### src/rtl/cpu_bus_sequencer_if.sv
// CPU bus sequencer port bundle: request channel, memory strobes, response and M-cycle status.
// master = sequencer side, slave = control unit / memory arbiter side.
interface cpu_bus_sequencer_if #(
  parameter int ADDR_W = 16,
  parameter int DATA_W = 8
);
  logic              req_valid;
  logic              req_ready;
  logic [2:0]        req_op;
  logic [ADDR_W-1:0] req_addr;
  logic [DATA_W-1:0] req_wdata;
  logic [ADDR_W-1:0] mem_addr;
  logic [DATA_W-1:0] mem_wdata;
  logic              mem_rd;
  logic              mem_wr;
  logic [DATA_W-1:0] mem_rdata;
  logic              mem_wait;
  logic              rsp_valid;
  logic [DATA_W-1:0] rsp_data;
  logic              rsp_is_opcode;
  logic              rsp_is_cb;
  logic              rsp_err;
  logic              m_tick;
  logic              busy;

  modport master (
    input  req_valid, req_op, req_addr, req_wdata, mem_rdata, mem_wait,
    output req_ready, mem_addr, mem_wdata, mem_rd, mem_wr,
           rsp_valid, rsp_data, rsp_is_opcode, rsp_is_cb, rsp_err, m_tick, busy
  );

  modport slave (
    output req_valid, req_op, req_addr, req_wdata, mem_rdata, mem_wait,
    input  req_ready, mem_addr, mem_wdata, mem_rd, mem_wr,
           rsp_valid, rsp_data, rsp_is_opcode, rsp_is_cb, rsp_err, m_tick, busy
  );
endinterface

### src/rtl/cpu_bus_sequencer.sv
// One CPU bus op per T_PER_M-clock M-cycle: strobes T1..T_PER_M-2, response on the last T.
// mem_wait at the sample T stretches the M-cycle; CPU_BUS_WAIT_TIMEOUT_EN bounds it at MAX_WAIT.
module cpu_bus_sequencer #(
  parameter int ADDR_W   = 16,
  parameter int DATA_W   = 8,
  parameter int T_PER_M  = 4,
  parameter int MAX_WAIT = 15
) (
  input  logic                clk,
  input  logic                rst_n,
  cpu_bus_sequencer_if.master bus
);
  localparam int TW = $clog2(T_PER_M);
  localparam logic [TW-1:0] T_LAST = TW'(T_PER_M - 1);
  localparam logic [TW-1:0] T_SAMP = TW'(T_PER_M - 2);

  localparam logic [2:0] OP_IDLE  = 3'd0;
  localparam logic [2:0] OP_IF    = 3'd1;
  localparam logic [2:0] OP_WRITE = 3'd2;
  localparam logic [2:0] OP_READ  = 3'd3;
  localparam logic [2:0] OP_IF_CB = 3'd4;

  if (T_PER_M < 3 || MAX_WAIT < 1) begin : g_param_check
    $error("cpu_bus_sequencer: T_PER_M must be >= 3 and MAX_WAIT >= 1");
  end

  logic [TW-1:0] t_cnt;
  logic [2:0]    cur_op;
  logic [2:0]    next_op;
  logic          is_rd;
  logic          is_wr;
  logic          at_samp;
  logic          at_last;
  logic          stall;
  logic          timeout;
  logic          accept;

  // cur_op only ever holds a legal opcode; 5-7 are folded to IDLE at capture
  assign is_rd   = (cur_op == OP_IF) || (cur_op == OP_READ) || (cur_op == OP_IF_CB);
  assign is_wr   = (cur_op == OP_WRITE);
  assign at_samp = (t_cnt == T_SAMP);
  assign at_last = (t_cnt == T_LAST);

`ifdef CPU_BUS_WAIT_TIMEOUT_EN
  localparam int WW = (MAX_WAIT < 2) ? 1 : $clog2(MAX_WAIT + 1);
  logic [WW-1:0] wait_cnt;
  logic          err_q;

  assign timeout = at_samp & (is_rd | is_wr) & bus.mem_wait & (wait_cnt == WW'(MAX_WAIT));
  assign stall   = at_samp & (is_rd | is_wr) & bus.mem_wait & ~timeout;

  always_ff @(posedge clk) begin
    if (!rst_n || accept) begin
      wait_cnt <= '0;
      err_q    <= 1'b0;
    end else begin
      if (stall)   wait_cnt <= wait_cnt + WW'(1);
      if (timeout) err_q    <= 1'b1;
    end
  end

  assign bus.rsp_err = at_last & err_q & rst_n;
`else
  assign timeout     = 1'b0;
  assign stall       = at_samp & (is_rd | is_wr) & bus.mem_wait;
  assign bus.rsp_err = 1'b0;
`endif

  assign accept        = at_last & ~stall & rst_n;
  assign bus.req_ready = accept;
  assign bus.m_tick    = accept;

  always_comb begin
    next_op = OP_IDLE;
    if (bus.req_valid && (bus.req_op <= OP_IF_CB)) next_op = bus.req_op;
  end

  always_ff @(posedge clk) begin
    if (!rst_n) begin
      t_cnt         <= T_LAST;
      cur_op        <= OP_IDLE;
      bus.mem_addr  <= '0;
      bus.mem_wdata <= '0;
      bus.rsp_data  <= '0;
    end else begin
      if (!stall) t_cnt <= at_last ? '0 : t_cnt + TW'(1);
      // address/data only move for real accesses so IDLE M-cycles keep the bus quiet
      if (accept) begin
        cur_op <= next_op;
        if (next_op != OP_IDLE)  bus.mem_addr  <= bus.req_addr;
        if (next_op == OP_WRITE) bus.mem_wdata <= bus.req_wdata;
      end
      if (at_samp && is_rd && !stall) bus.rsp_data <= timeout ? '1 : bus.mem_rdata;
    end
  end

  assign bus.mem_rd        = is_rd & (t_cnt != '0) & ~at_last;
  assign bus.mem_wr        = is_wr & (t_cnt != '0) & ~at_last;
  assign bus.rsp_valid     = at_last & is_rd & rst_n;
  assign bus.rsp_is_opcode = bus.rsp_valid & (cur_op == OP_IF);
  assign bus.rsp_is_cb     = bus.rsp_valid & (cur_op == OP_IF_CB);
  assign bus.busy          = (cur_op != OP_IDLE);
endmodule

### src/flat_wrapper.sv
// flat-port wrapper written by rule: the top's interface ports become plain ports
module cpu_bus_sequencer_flat 
#(
  parameter int ADDR_W   = 16,
  parameter int DATA_W   = 8,
  parameter int T_PER_M  = 4,
  parameter int MAX_WAIT = 15
)
  (clk, rst_n, bus_req_valid, bus_req_op, bus_req_addr, bus_req_wdata, bus_mem_rdata, bus_mem_wait, bus_req_ready, bus_mem_addr, bus_mem_wdata, bus_mem_rd, bus_mem_wr, bus_rsp_valid, bus_rsp_data, bus_rsp_is_opcode, bus_rsp_is_cb, bus_rsp_err, bus_m_tick, bus_busy);
  cpu_bus_sequencer_if #(.ADDR_W(ADDR_W), .DATA_W(DATA_W)) bus_i ();
  input  logic clk;
  input  logic rst_n;
  input wire logic [$bits(bus_i.req_valid)-1:0] bus_req_valid;
  input wire logic [$bits(bus_i.req_op)-1:0] bus_req_op;
  input wire logic [$bits(bus_i.req_addr)-1:0] bus_req_addr;
  input wire logic [$bits(bus_i.req_wdata)-1:0] bus_req_wdata;
  input wire logic [$bits(bus_i.mem_rdata)-1:0] bus_mem_rdata;
  input wire logic [$bits(bus_i.mem_wait)-1:0] bus_mem_wait;
  output wire logic [$bits(bus_i.req_ready)-1:0] bus_req_ready;
  output wire logic [$bits(bus_i.mem_addr)-1:0] bus_mem_addr;
  output wire logic [$bits(bus_i.mem_wdata)-1:0] bus_mem_wdata;
  output wire logic [$bits(bus_i.mem_rd)-1:0] bus_mem_rd;
  output wire logic [$bits(bus_i.mem_wr)-1:0] bus_mem_wr;
  output wire logic [$bits(bus_i.rsp_valid)-1:0] bus_rsp_valid;
  output wire logic [$bits(bus_i.rsp_data)-1:0] bus_rsp_data;
  output wire logic [$bits(bus_i.rsp_is_opcode)-1:0] bus_rsp_is_opcode;
  output wire logic [$bits(bus_i.rsp_is_cb)-1:0] bus_rsp_is_cb;
  output wire logic [$bits(bus_i.rsp_err)-1:0] bus_rsp_err;
  output wire logic [$bits(bus_i.m_tick)-1:0] bus_m_tick;
  output wire logic [$bits(bus_i.busy)-1:0] bus_busy;
  assign bus_i.req_valid = bus_req_valid;
  assign bus_i.req_op = bus_req_op;
  assign bus_i.req_addr = bus_req_addr;
  assign bus_i.req_wdata = bus_req_wdata;
  assign bus_i.mem_rdata = bus_mem_rdata;
  assign bus_i.mem_wait = bus_mem_wait;
  assign bus_req_ready = bus_i.req_ready;
  assign bus_mem_addr = bus_i.mem_addr;
  assign bus_mem_wdata = bus_i.mem_wdata;
  assign bus_mem_rd = bus_i.mem_rd;
  assign bus_mem_wr = bus_i.mem_wr;
  assign bus_rsp_valid = bus_i.rsp_valid;
  assign bus_rsp_data = bus_i.rsp_data;
  assign bus_rsp_is_opcode = bus_i.rsp_is_opcode;
  assign bus_rsp_is_cb = bus_i.rsp_is_cb;
  assign bus_rsp_err = bus_i.rsp_err;
  assign bus_m_tick = bus_i.m_tick;
  assign bus_busy = bus_i.busy;
  cpu_bus_sequencer #(.ADDR_W(ADDR_W), .DATA_W(DATA_W), .T_PER_M(T_PER_M), .MAX_WAIT(MAX_WAIT)) u_core (.clk(clk), .rst_n(rst_n), .bus(bus_i));
endmodule
### config.mk
export PLATFORM = sky130hd
export DESIGN_NAME = cpu_bus_sequencer_flat
export DESIGN_NICKNAME = d
export VERILOG_FILES = /design/src/rtl/cpu_bus_sequencer_if.sv /design/src/rtl/cpu_bus_sequencer.sv /design/src/flat_wrapper.sv
export SDC_FILE = /design/constraint.sdc
export NUM_CORES = 1
export LEC_CHECK = 0
export ABC_AREA = 1
export CORE_MARGIN = 2
export CORE_UTILIZATION = 41
export DETAILED_ROUTE_END_ITERATION = 16
export GPL_ROUTABILITY_DRIVEN = 0
export PLACE_DENSITY = 0.8
export SETUP_SLACK_MARGIN = 0.2
export SLEW_MARGIN = 20
export SYNTH_ARGS = -nofsm -noshare
export SYNTH_HDL_FRONTEND = slang
export SYNTH_SLANG_ARGS = --single-unit
### constraint.sdc
create_clock -name clk -period 1.78 [get_ports clk]
set_input_delay 0.445 -clock clk [delete_from_list [all_inputs] [get_ports clk]]
set_output_delay 0.445 -clock clk [all_outputs]
set_load 0.03 [all_outputs]
==> impl_metrics.toml <==
[sta]
holdWs_ns = 0.465
fin_skew_ns = 0.00568
grt_setup_unrepaired = "true"
maxSlewViolCount = 0
hold_viol = 0
finalSetupViolations = 0
period_share_pct = 97.1
period_minus_slack_ns = 1.73
max_freq_mhz = 579

[run_status]
status = "finished clean"

[floorplan]
die_w_um = 69.0
row_count = 23
core_region_area_mm2 = 0.00403
initial_utilization_pct = 43.0
io_pins = 80
die_y_um = 69.0
dieArea_mm2 = 0.00477

[layout]
area_growth_pct = 71.4
fin_nets = 391
final.fill_count = 322
register_area_um2 = 756
fin_util_pct = 73.8
multiInputGateArea_um2 = 880
antenna_cells = 0
fin_cells = 400
layout-drive-gt1-share_pct = 18.6

[detailed_routing]
avgViaCountPerCell = 4.54
ant_nets = 0
finalWirelength_um = 4350
dr.pass1.iters = 4
wl_per_cell_um = 10.9
drtIter0Drc = 56
via_count = 1816
remaining_drc_errors = 0

[setup_path]
crit_buf_inv = 1
cpMaxStageDelayCell = "dfxtp_4"
critPathKind = "flip-flop to primary output"
cp.arrival_ns = 1.28
cp_top_family = "flip-flops"
cp_max_fo = 5
path_cells = "ha_4 -> nand2_8 -> nor3_4 -> buf_6"
worst_setup_path_start_kind = "flip-flop"
cpPeakStageDelay_ns = 0.37
cp.required_ns = 1.33
cp-end-kind = "primary output"
reg2reg_slack_ns = 0.29

[global_route]
grt_pass1_vias = 1648
grt_overflow = 0
antenna_found_initial = 0
grt_pass1_wl_um = 7150
grt_max_degree = 28
grt_use_total_pct = 18.0

[pwr]
seqPwrFrac_pct = 40.5
p_int_w = 0.00158
leakagePower_nw = 1.45
sw_frac_of_total_pct = 27.7
cellPowerDensity_mw_per_mm2 = 734
clkPwrFrac_pct = 34.7
p_comb_share_pct = 24.8
p_switching_w = 0.000603
ir_worst_vdd_mv = 0.449

[synthesis]
synth_seq_cells = 37
netlist_area_mm2 = 0.00173
synth_area_per_cell_um2 = 6.85
syn_inst = 253
synth_nets = 295
yosysUniqueCellTypes = 23
seq_area_frac_synth_pct = 42.7
ys_warn_count = 0

[flow_run]
max_cap_violations = 0

[place]
hpwlAfterDp_um = 2950
io_buffers = 78
dp_cells = 383

[clock_network]
clock_latency_ns = 0.29
cts_sinks = 37
clockRootBuffer = "clkbuf_8"
clk_pin_slew_ns = 0.08
clockBufferDepth = 2
cts_hold_buf = 0
cts_tree = "done"
cts_htree_levels = 2
numCtsBuffers = 5

[hold_path]
hp-class = "flip-flop to flip-flop"
==> worst min-delay path, stage by stage, from the launching register on <==
cell     delay (ns)
dfxtp_1        0.31
nand2_1        0.06
a21oi_1        0.05
==> layer usage <==
metal / share of wire [%] / GRT usage (%) / vias up
met4: 1.4 / 6.54 / 0
met5: 0 / 0 / -
met3: 5.4 / 4.82 / 6
li1: - / - / 959
met1: 41 / 21.0 / 800
met2: 52 / 31.5 / 51
==> final cells by class <==
| type | count | area share, % |
|---|---|---|
| flip-flops and latches | 37 | 25.4 |
| well taps | 50 | 2.11 |
| clock inverters | 2 | 1.26 |
| inverters | 39 | 5.43 |
| repair buffers | 99 | 33.4 |
| multi-input cells | 167 | 29.6 |
| clock buffers | 6 | 2.78 |
==> through the flow <==
step	cell area [um^2]	setup TNS, ns	total power [W]	setup WS [ns]
floorplan	1750	0	0.00116	0.0795
global placement	2650	-0.543	0.00136	-0.0782
finish	2970	0	0.00218	0.0525
global route	2970	0	0.00228	0.00710
CTS	2860	0	0.00216	0.0346
detailed placement	2650	-0.939	0.00136	-0.0872
==> power groups by stage <==
stage | clock network (W) | logic, W | registers [W]
after global placement | 0 | 0.000457 | 0.000898
final | 0.000757 | 0.000541 | 0.000882
after floorplan | 0 | 0.000211 | 0.000944
after global routing | 0.000808 | 0.000585 | 0.000887
after detailed placement | 0 | 0.000465 | 0.000899
after CTS | 0.000774 | 0.000500 | 0.000883
==> flip-flops by register name, summed over array words and instances (netlist names) <==
register and flops:
u_core.bus.mem_addr 16, u_core.bus.mem_wdata 8, u_core.bus.rsp_data 8, u_core.cur_op 3
u_core.t_cnt 2
==> worst paths after layout <==
check / startpoint / endpoint / cells after the start
min reg2reg: u_core.bus.rsp_data[5]$_SDFFE_PN0P_ / u_core.bus.rsp_data[5]$_SDFFE_PN0P_ / 2
max: u_core.t_cnt[0]$_SDFFE_PN1N_ / bus_rsp_is_opcode / 4
max reg2reg: u_core.t_cnt[0]$_SDFFE_PN1N_ / u_core.bus.mem_addr[8]$_SDFFE_PN0P_ / 10
min: u_core.bus.rsp_data[5]$_SDFFE_PN0P_ / u_core.bus.rsp_data[5]$_SDFFE_PN0P_ / 2
==> synthesized netlist by cell type <==
master / instances / area (um^2)
inv_1: 38 / 143
ha_1: 3 / 37.5
a21oi_4: 1 / 16.3
nor2_2: 1 / 6.26
clkbuf_1: 1 / 3.75
a21oi_1: 10 / 50.1
nor2_4: 3 / 33.8
nand2_2: 1 / 6.26
nor2_1: 55 / 206
nand2_1: 51 / 191
nor3_1: 3 / 15.0
nand2_4: 2 / 22.5
nand4_1: 2 / 12.5
buf_4: 3 / 22.5
dfxtp_1: 37 / 741
o31ai_1: 1 / 7.51
buf_1: 1 / 3.75
nand3_1: 32 / 160
o21ai_1: 1 / 5.00
clkinv_4: 1 / 8.76
buf_6: 2 / 22.5
conb_1: 1 / 3.75
buf_2: 3 / 15.0
==> logic make-up after synthesis <==
logic type | Yosys count | synth area share (%)
buf+inv | 49 | 12.6
fa+ha+maj | 3 | 2.16
flops | 37 | 42.7
other cells | 1 | 0.216
simple gates | 150 | 37.7
compound gates | 13 | 4.55
==> layout by cell type, fill, tap and decap left out, types with 2 or more instances in the layout <==
master           instances
buf_6                    4
buf_12                   5
clkbuf_8                 6
buf_4                   17
nor3_2                   2
dlygate4sd2_1           33
nor2_1                  52
nor2_4                   6
clkdlybuf4s50_1         35
nand2_1                 49
dfxtp_1                 33
inv_1                   34
nand3_1                 31
nand4_1                  2
dfxtp_4                  4
a21oi_1                 10
ha_4                     2
dlymetal6s2s_1           2
nand2_4                  3
inv_2                    3
buf_8                    2
==> what timing repair did <==
item,4_1_cts,5_1_grt
buffers inserted,7,1
gates resized for setup,61,21
gates cloned,0,1
pin swaps,7,5
setup endpoints to repair,57,28
No activity file was read; power rests on OpenSTA's default activity.
